==> config.mk <==
export PLATFORM = sky130hd
export DESIGN_NAME = pc_sequencer
export DESIGN_NICKNAME = d
export VERILOG_FILES = /design/src/rtl/pc_sequencer_pkg.sv /design/src/rtl/pc_sequencer.sv
export SDC_FILE = /design/constraint.sdc
export NUM_CORES = 1
export LEC_CHECK = 0
export ABC_AREA = 0
export CAP_MARGIN = 15
export CORE_UTILIZATION = 30
export DETAILED_ROUTE_END_ITERATION = 10
export GPL_ROUTABILITY_DRIVEN = 0
export PLACE_DENSITY = 0.64
export SETUP_SLACK_MARGIN = 0.15
export SYNTH_ARGS = -nofsm -noshare
export SYNTH_HDL_FRONTEND = slang
export SYNTH_SLANG_ARGS = --single-unit
==> constraint.sdc <==
create_clock -name clk -period 5.25 [get_ports clk]
set_clock_uncertainty 0.05 [all_clocks]
set_input_delay 0.525 -clock clk [delete_from_list [all_inputs] [get_ports clk]]
set_output_delay 0.525 -clock clk [all_outputs]
set_load 0.05 [all_outputs]
==> src/rtl/pc_sequencer_pkg.sv <==
// pc_sequencer_pkg
// Shared definitions for the fetch/execute sequencer.
//   state_e           : sequencer state encoding (also exported for debug)
//   PC_W              : width of the program counter
//   OPC_W             : width of the opcode field (the top bits of an instruction)
//   HALT_OPC_DEFAULT  : default opcode value that stops the sequencer
//   RETIRED_W         : width of the retired-instruction counter
//   pc_at_max()       : true when the PC holds its largest value
package pc_sequencer_pkg;

  localparam int PC_W      = 12;
  localparam int OPC_W     = 4;
  localparam int RETIRED_W = 16;

  localparam logic [OPC_W-1:0] HALT_OPC_DEFAULT = 4'hF;

  typedef enum logic [2:0] {
    S_IDLE  = 3'd0,
    S_CLR   = 3'd1,
    S_FETCH = 3'd2,
    S_ISSUE = 3'd3,
    S_EXEC  = 3'd4,
    S_HALT  = 3'd5
  } state_e;

  // An increment from this value would wrap the PC to zero.
  function automatic logic pc_at_max(input logic [PC_W-1:0] pc);
    return (pc == {PC_W{1'b1}});
  endfunction

endpackage

==> src/rtl/pc_sequencer.sv <==
// pc_sequencer
// Fetch/execute controller. Owns the PC strobes (clear, load, increment),
// fetches one instruction per memory handshake, issues it to the datapath
// and waits for execution to complete before advancing the PC.
//
// Ports:
//   clk, rst          : clock, synchronous active-high reset
//   start             : begin (or restart) a run; only honoured in IDLE/HALT
//   pc_addr           : current PC value fed back from the PC register
//   pc_write_en       : load PC from pc_datain (branch)
//   pc_inc_en         : increment PC
//   pc_clr_en         : clear PC to zero
//   pc_datain         : branch target, zero when pc_write_en is low
//   mem_rd_req        : instruction read request at address pc_addr
//   mem_ack/mem_rdata : read data valid / instruction word
//   instr             : instruction register
//   instr_valid       : one-cycle pulse, instr is new and must be executed
//   exec_done         : datapath finished the current instruction
//   branch_taken      : sampled with exec_done; load target instead of increment
//   branch_target     : sampled with exec_done
//   busy, halted      : status
//   err               : sticky, an increment past the last PC was attempted
//   retired           : completed-instruction count, saturating
//   state_dbg         : current FSM state (state_e encoding)
//
// Handshakes: mem_rd_req is a level held for every FETCH cycle; the
// transfer happens in the cycle where mem_rd_req and mem_ack are both high
// (an ack in the first FETCH cycle counts). mem_ack in any other state is
// ignored. instr_valid is a single-cycle pulse with no back-pressure; the
// datapath reports completion with exec_done, which is only honoured in
// EXEC and acts in the same cycle it is seen.
module pc_sequencer
  import pc_sequencer_pkg::*;
#(
  parameter int               N        = 16,
  parameter logic [OPC_W-1:0] HALT_OPC = HALT_OPC_DEFAULT
) (
  input  logic                 clk,
  input  logic                 rst,
  input  logic                 start,
  input  logic [PC_W-1:0]      pc_addr,
  output logic                 pc_write_en,
  output logic                 pc_inc_en,
  output logic                 pc_clr_en,
  output logic [N-1:0]         pc_datain,
  output logic                 mem_rd_req,
  input  logic                 mem_ack,
  input  logic [N-1:0]         mem_rdata,
  output logic [N-1:0]         instr,
  output logic                 instr_valid,
  input  logic                 exec_done,
  input  logic                 branch_taken,
  input  logic [N-1:0]         branch_target,
  output logic                 busy,
  output logic                 halted,
  output logic                 err,
  output logic [RETIRED_W-1:0] retired,
  output logic [2:0]           state_dbg
);

  state_e state;

  logic is_halt_opc;
  assign is_halt_opc = (instr[N-1 -: OPC_W] == HALT_OPC);

  // Sequencer state, instruction register, error flag, retire counter.
  always_ff @(posedge clk) begin
    if (rst) begin
      state   <= S_IDLE;
      instr   <= '0;
      err     <= 1'b0;
      retired <= '0;
    end else begin
      case (state)
        S_IDLE: begin
          if (start) state <= S_CLR;
        end
        S_CLR: begin
          retired <= '0;
          err     <= 1'b0;
          state   <= S_FETCH;
        end
        S_FETCH: begin
          if (mem_ack) begin
            instr <= mem_rdata;
            state <= S_ISSUE;
          end
        end
        S_ISSUE: begin
          // A halt opcode is never executed, so it neither retires nor
          // moves the PC.
          state <= is_halt_opc ? S_HALT : S_EXEC;
        end
        S_EXEC: begin
          if (exec_done) begin
            if (retired != {RETIRED_W{1'b1}}) retired <= retired + RETIRED_W'(1);
            if (branch_taken) begin
              state <= S_FETCH;
            end else if (pc_at_max(pc_addr)) begin
              // Refuse to wrap the PC; stop and flag it instead.
              err   <= 1'b1;
              state <= S_HALT;
            end else begin
              state <= S_FETCH;
            end
          end
        end
        S_HALT: begin
          if (start) state <= S_CLR;
        end
        default: state <= S_IDLE;
      endcase
    end
  end

  // Status and strobes decode from the registered state; the EXEC strobes
  // also depend on exec_done so the PC moves on the edge that leaves EXEC.
  // The priority chain keeps the three PC strobes mutually exclusive.
  always_comb begin
    pc_write_en = 1'b0;
    pc_inc_en   = 1'b0;
    pc_clr_en   = 1'b0;
    pc_datain   = '0;
    mem_rd_req  = 1'b0;
    instr_valid = 1'b0;
    busy        = 1'b0;
    halted      = 1'b0;
    case (state)
      S_CLR: begin
        pc_clr_en = 1'b1;
        busy      = 1'b1;
      end
      S_FETCH: begin
        mem_rd_req = 1'b1;
        busy       = 1'b1;
      end
      S_ISSUE: begin
        instr_valid = 1'b1;
        busy        = 1'b1;
      end
      S_EXEC: begin
        busy = 1'b1;
        if (exec_done) begin
          if (branch_taken) begin
            pc_write_en = 1'b1;
            pc_datain   = branch_target;
          end else if (!pc_at_max(pc_addr)) begin
            pc_inc_en = 1'b1;
          end
        end
      end
      S_HALT: begin
        halted = 1'b1;
      end
      default: begin
      end
    endcase
  end

  assign state_dbg = state;

endmodule

After elaboration in Yosys (flattened, before gate mapping) --
Index checks and enable logic that the tools add are counted.
Word-level totals: word-level logic and storage cells 56, output and inout port bits 59, flip-flop bits (word level) 36, bits of input ports 50
Cells by class: equality and inequality tests 14, $add $sub $neg 1, muxes and demuxes 29, reduce and logical (&&, ||, !) cells 8
Operator list (number):
- $mux 16 | 5
- $pmux 16 s2 | 1
- $add 16x1->16 const B | 1
- $mux 1 | 16
- $ne 16x16->1 const B | 1
- $mux 3 | 5
- $pmux 3 s5 | 1
- $eq 12x12->1 const B | 1
- $ne 2x2->1 const B | 5
- $eq 3x2->1 const B | 2
- $eq 3x3->1 const B | 2
- $reduce_and 3->1 | 2
- $eq 4x4->1 const B | 1
- $reduce_and 4->1 | 1
- $reduce_or 4->1 | 1
- $eq 3x1->1 const B | 1
- $logic_not 3->1 | 1
- $ne 2x1->1 const B | 1
- $pmux 1 s2 | 1
- $reduce_and 2->1 | 1
- $reduce_bool 2->1 | 1
- $reduce_or 2->1 | 1

Longest topological paths before layout --
Gate-level depths: netlist of the first run.
word-level depth 5, mapped depth 8

Worst setup path before layout of the first run --
OpenSTA, ideal clock, no wires.
path type flip-flop to output port, start register state[2] (netlist: state_dbg[2]), end output port pc_datain[10], arrival 2.625 ns, stages on the path, launching flop included 6, setup slack 2.050 ns, cells stage by stage dfxtp_1 -> nor3b_2 -> and3_1 -> clkbuf_1 -> clkbuf_1 -> and2_1
On the way: longest elaborated chain between the ends 2
RTL lines:
- start, declared | RTL line pc_sequencer.sv:61 | state_e state;
- start signal, assigned | RTL line pc_sequencer.sv:92 | state <= is_halt_opc ? S_HALT : S_EXEC;
- $eq 3x3->1 | RTL line pc_sequencer.sv:128 | case (state)
- $mux 16 | RTL line pc_sequencer.sv:128
- end, declared | RTL line pc_sequencer.sv:45 | output logic [N-1:0] pc_datain,
Every way passes these cells.

Worst setup path after layout of the first run --
start register state[2] (netlist: state_dbg[2]), end output port pc_datain[11]
The elaborated chain is that of the path after synthesis.

==> flow_summary.ini, run 1 <==
[critical_path]
start_kind = register
end_kind = output port
cp_max_fo = 17
worstSetupPathType = reg -> out
cp.required_ps = 4680
r2r-start = state_dbg[1]
reg2reg_slack_ps = 3130
arrival_ps = 2950
rr_endpoint = instr[6]
reg2regPathDepth = 5

[synthesis]
yosys-top-cells-area = dfxtp_1 (38%), nand2_1 (9.0%), a21oi_1 (7.0%), and2_1 (6.2%), nor2_1 (3.1%)
synth-async-reset-ratio = 0
yosysUniqueCellTypes = 51
ys_seq_area_frac = 0.376
synth_edf_count = 0
syn_area_sq_mm = 0.00192
syn_nets = 294
synth_ff_type = dfxtp_1
ys_ff_latch = 36
yosysTopAreaCellShare = 0.376
yosys_warnings = 0
avgSynthCellArea_sq_um = 7.89
synth_top_cell_by_area = dfxtp_1
synth_cells = 243

[place]
post-dp-hpwl_mm = 4.13
io_buffer_count = 108
placed_area_sq_mm = 0.00303

[clocking]
clk_pin_slew_ps = 80
cts_setup_buffers = 0
clock_sinks = 36
cts.repair.resized = 0
clk_latency_ps = 290
cts_tree = built
htreeDepth = 2
clk_path_buf_depth = 2
cts_hold_buffers = 0
cts_buffers = 5
cts-root-buf = clkbuf_8

[drt]
viasPerCell = 4.91
first_pass_iters = 4
vias = 2062
routedWlPerCell_microns = 13.1
drc_errors = 0
drt_iter0_markers = 121
drt-total-wl_mm = 5.52
postRouteAntennaNets = 0

[timing]
fmaxAchievable_mhz = 284
setup_violations = 0
finalCritPeriodShare = 0.671
tightest_slew_ps = 578
slew_headroom = 0.615
finalHoldViolations = 0
slew_viol_final = 0
final.setup.tns_ps = 0
finalHoldWorstSlack_ps = 408
rsz0062_at_grt = false
fin_crit_ps = 3520

[grt]
grt.total_usage = 0.173
overflow = 0
antenna_found_initial = 0
grt_max_degree = 27
grt_pass1_wl_mm = 8.83
first_global_vias = 1889

[floorplan]
rows = 28
pin_count = 109
die_w_microns = 81.9
dieArea_sq_mm = 0.00671
core_area_sq_mm = 0.00603
floorplan.die.height_microns = 81.9
start_util = 0.318

[finish]
area_growth_pct = 62.7
regArea_sq_um = 721
fillers = 602
drive_above_1_share = 0.0551
multiInputGateArea_sq_mm = 0.00111
stdcell_area_sq_mm = 0.00312
diodes = 0
finalNetCount = 395

[hold_path]
worstHoldPathCells = 2
holdPathEnd = instr[1]
hp-start = instr[1]
worstHoldPathType = reg -> reg

[power]
peakVddDrop_mv = 0.270
p_leak_uw = 0.00106
p_per_area_mw_per_mm2 = 356
power_uw = 1110

[status]
status = finished, final reports clean

[run]
maxCapViolCount = 0
==> cells in the mapped netlist (all sizes together) (4+ instances only) <==
| cell | number |
|---|---|
| and2 | 19 |
| nor2 | 16 |
| nand3 | 7 |
| clkbuf | 12 |
| dfxtp | 36 |
| o21ai | 5 |
| a21oi | 29 |
| xnor2 | 5 |
| nand4 | 6 |
| nand2 | 46 |
| inv | 4 |
| nor3 | 4 |
==> through the flow <==
step / utilization / std cells / setup WS [ps]
after floorplan: - / 243 / 2050
after global placement: 0.502 / 412 / 2130
after detailed placement: 0.502 / 412 / 2020
after CTS: 0.518 / 420 / 1690
after global routing: 0.518 / 420 / 1480
final: 0.518 / 420 / 1730
==> flip-flops by register name (all words and copies together), names as in the netlist <==
name,count
retired,16
err,1
state_dbg,3
instr,16
==> cell usage in the layout (no fill, tap or decap), types with 4 or more instances in the layout <==
cell / synthesis / layout
clkdlybuf4s50_1: 0 / 108
nand2_1: 46 / 46
dfxtp_1: 36 / 36
a21oi_1: 27 / 27
and2_1: 19 / 19
nor2_1: 16 / 16
nand3_1: 7 / 7
clkbuf_8: 0 / 6
xnor2_1: 5 / 5
nand4_1: 5 / 5
inv_1: 4 / 4
nor3_1: 4 / 4
o21ai_0: 4 / 4
==> critical path: stages (launching register included) <==
cell	delay, ps
dfxtp_1	620
nor3b_2	580
and3_1	470
and2_1	190
clkdlybuf4s50_1	800
==> cells by family (layout without fill, tap and decap cells) <==
family                     after synthesis  after routing  share of synthesized area
AOI/OAI and AO/OA                       56             56                      0.193
xor gates and xnor gates                 8              8                     0.0366
adders and majority gates                1              1                    0.00653
buffers and inverters                   19            121                     0.0463
DFF                                     36             36                      0.376
and+or+nand+nor                        123            123                      0.341
==> layer usage <==
| layer | GRT usage | vias up | share of wire |
|---|---|---|---|
| li1 | - | 1051 | - |
| met1 | 0.207 | 935 | 0.44 |
| met3 | 0.0522 | 5 | 0.086 |
| met4 | 0.0684 | 0 | 0.014 |
| met5 | 0 | - | 0 |
| met2 | 0.287 | 71 | 0.46 |
==> where the power goes <==
| part | internal, uW | leakage (uW) | total (uW) | switching (uW) |
|---|---|---|---|---|
| sequential | 304 | 0.000291 | 352 | 48.4 |
| clock | 107 | 0.0000445 | 207 | 100 |
| combinational | 198 | 0.000726 | 550 | 352 |
==> worst max-delay path by stage <==
stage                     slack (ps)  cells past startpoint             to         start
after global placement          2130                      4   pc_datain[2]  state_dbg[2]
after floorplan                 2050                      5  pc_datain[10]  state_dbg[2]
final                           1730                      4  pc_datain[11]  state_dbg[2]
after global routing            1480                      4   pc_datain[3]  state_dbg[2]
after detailed placement        2020                      4  pc_datain[15]  state_dbg[2]
after CTS                       1690                      4  pc_datain[11]  state_dbg[2]
==> final cells by class <==
cell class                 count  share of cell area
clock buffer                   7              0.0277
clock inverter                 1             0.00241
inverter                       4             0.00481
multi-input combinational    188               0.355
sequential                    36               0.231
tap                           75              0.0301
timing repair buffer         109               0.349
Note: power is estimated with default switching activity, not from simulation.
==> inputs of run 2 (changes only) <==
--- a/config.mk
+++ b/config.mk
@@ -10,7 +10,7 @@
 export CORE_UTILIZATION = 30
 export DETAILED_ROUTE_END_ITERATION = 10
 export GPL_ROUTABILITY_DRIVEN = 0
-export PLACE_DENSITY = 0.64
+export PLACE_DENSITY = 0.66
 export SETUP_SLACK_MARGIN = 0.15
 export SYNTH_ARGS = -nofsm -noshare
 export SYNTH_HDL_FRONTEND = slang
==> constraint.sdc (replaced) <==
create_clock -name clk -period 2.9 [get_ports clk]
set_clock_uncertainty 0.05 [all_clocks]
set_input_delay 0.29 -clock clk [delete_from_list [all_inputs] [get_ports clk]]
set_output_delay 0.29 -clock clk [all_outputs]
set_load 0.05 [all_outputs]
==> run 2 against run 1 <==
  * Utilization rose by 3.2 points
  * Clock power up 110%
  * Global-route usage fell by 0.90 points
  * Largest cell class is now buffers
  * Critical path type unchanged
  * Highest routed layer unchanged
  * Non-clock buffer count increased by 1
  * Sequential power up 82%
  * Final cell count rose by 0.24%
  * Combinational power grew 89%
  * First-iteration DRC count down 4.1%
  * Count of clock-buffer cells in the layout decreased by 1
  * Sequential share of layout area decreased by 1.4 points
==> flow_summary.ini, run 2 (synthesis results as in run 1) <==
[timing]
finalCritPeriodShare = 0.832
layout_setup_ws_ps = 488
slew_headroom = 0.611
final.setup.tns_ps = 0
setup_violations = 0
tightest_slew_ps = 583
fmaxAchievable_mhz = 415
finalHoldViolations = 0
rsz0062_at_grt = false
slew_viol_final = 0
fin_crit_ps = 2410

[critical_path]
cp.required_ps = 2560
worstSetupPathType = reg -> out
arrival_ps = 2070
cp_max_fo = 17
start_kind = register
end_kind = output port

[finish]
fillers = 544
drive_above_1_share = 0.110
diodes = 0
finalNetCount = 396
utilization = 0.550
finalNonFillerCells = 421
final_common_cell = clkdlybuf4s50_1
layout_common_cells = clkdlybuf4s50_1 (88), nand2_1 (46), dfxtp_1 (36)
area_growth_pct = 72.8
multiInputGateArea_sq_mm = 0.00111
regArea_sq_um = 721
stdcell_area_sq_mm = 0.00331

[power]
peakVddDrop_mv = 0.349
p_clk_frac = 0.207
intPower_uw = 1200
combPwrFrac = 0.492
seqPwrFrac = 0.302
switching_share = 0.435
switchingPower_uw = 922
p_per_area_mw_per_mm2 = 640
p_leak_uw = 0.00119

[clocking]
clk_latency_ps = 290
cts_buffers = 5
cts_setup_buffers = 0
cts_tree = built
clock_sinks = 36
htreeDepth = 2
clk_pin_slew_ps = 80
clk_path_buf_depth = 2
cts-root-buf = clkbuf_8

[place]
place_ws_ps = 485
dp_cells = 413
placed_area_sq_mm = 0.00320
io_buffer_count = 108
post-dp-hpwl_mm = 4.30

[hold_path]
worstHoldPathType = reg -> reg

[drt]
drc_errors = 0
drt_iter0_markers = 116
vias = 2093
viasPerCell = 4.97
routedWlPerCell_microns = 13.4
postRouteAntennaNets = 0
first_pass_iters = 4
drt-total-wl_mm = 5.63

[grt]
first_global_vias = 1842
grt_max_degree = 18
grt.total_usage = 0.164
overflow = 0
grt_pass1_wl_mm = 8.54
antenna_found_initial = 0

[status]
status = finished, final reports clean

[floorplan]
dieArea_sq_mm = 0.00671
start_util = 0.318
pin_count = 109
die_w_microns = 81.9
rows = 28
floorplan.die.height_microns = 81.9
core_area_sq_mm = 0.00603

[run]
maxCapViolCount = 0
run 2: cell types whose count changed in the layout (fill, tap and decap cells not counted), sizes merged:
cell,before,now
buf,1,20
bufinv,0,1
clkbuf,7,6
clkdlybuf4s50,108,88
clkinv,0,1
clkinvlp,1,0
dlymetal6s2s,0,2
run 2: final timing paths:
| path | depth (start not counted) | to | start | slack, ps |
|---|---|---|---|---|
| worst max register to register | 5 | retired[13] | state_dbg[0] | 780 |
| worst min-delay path | 2 | instr[4] | instr[4] | 410 |
| worst max-delay path | 4 | pc_datain[0] | state_dbg[2] | 490 |
| worst min register to register | 2 | instr[4] | instr[4] | 410 |
run 2: layer usage:
layer  GRT usage  vias to the layer above  wire length [microns]
met3      0.0511                        5                    573
li1            -                     1058                      -
met1       0.200                      946                   2370
met4      0.0561                        0                     68
met5           0                        -                      0
met2       0.269                       84                   2610
run 2: cell type report:
| type | instances | share of cell area |
|---|---|---|
| clock buffer | 6 | 0.0219 |
| tap | 75 | 0.0283 |
| sequential | 36 | 0.218 |
| timing repair buffer | 110 | 0.383 |
| clock inverter | 2 | 0.0106 |
| inverter | 4 | 0.00453 |
| multi-input combinational | 188 | 0.334 |
run 2: what timing repair did:
| item | in CTS | in global routing |
|---|---|---|
| hold buffers | 0 | 0 |
| setup endpoints to repair | 0 | 2 |
| gates resized for setup | 0 | 2 |
| hold endpoints to repair | 0 | 0 |
run 2: critical path, stage by stage (launching register included):
cell,delay (ps)
dfxtp_1,630
nor3b_2,280
and3_1,470
and2_1,260
buf_12,150
run 2: metrics by stage:
| stage | hold WS [ps] | power, uW |
|---|---|---|
| 4_1_cts | 410 | 2140 |
| 6_report | 409 | 2120 |
| 2_1_floorplan | 376 | 1340 |
| 3_5_place_dp | 399 | 1700 |
| 3_3_place_gp | 392 | 1690 |
| 5_1_grt | 432 | 2230 |
run 2: power by group through the flow:
stage               clock network (uW)  logic (uW)  registers (uW)
finish                             438        1040             640
floorplan                            0         539             796
global route                       469        1110             656
detailed placement                   0        1050             653
CTS                                444        1050             641
global placement                     0        1050             644
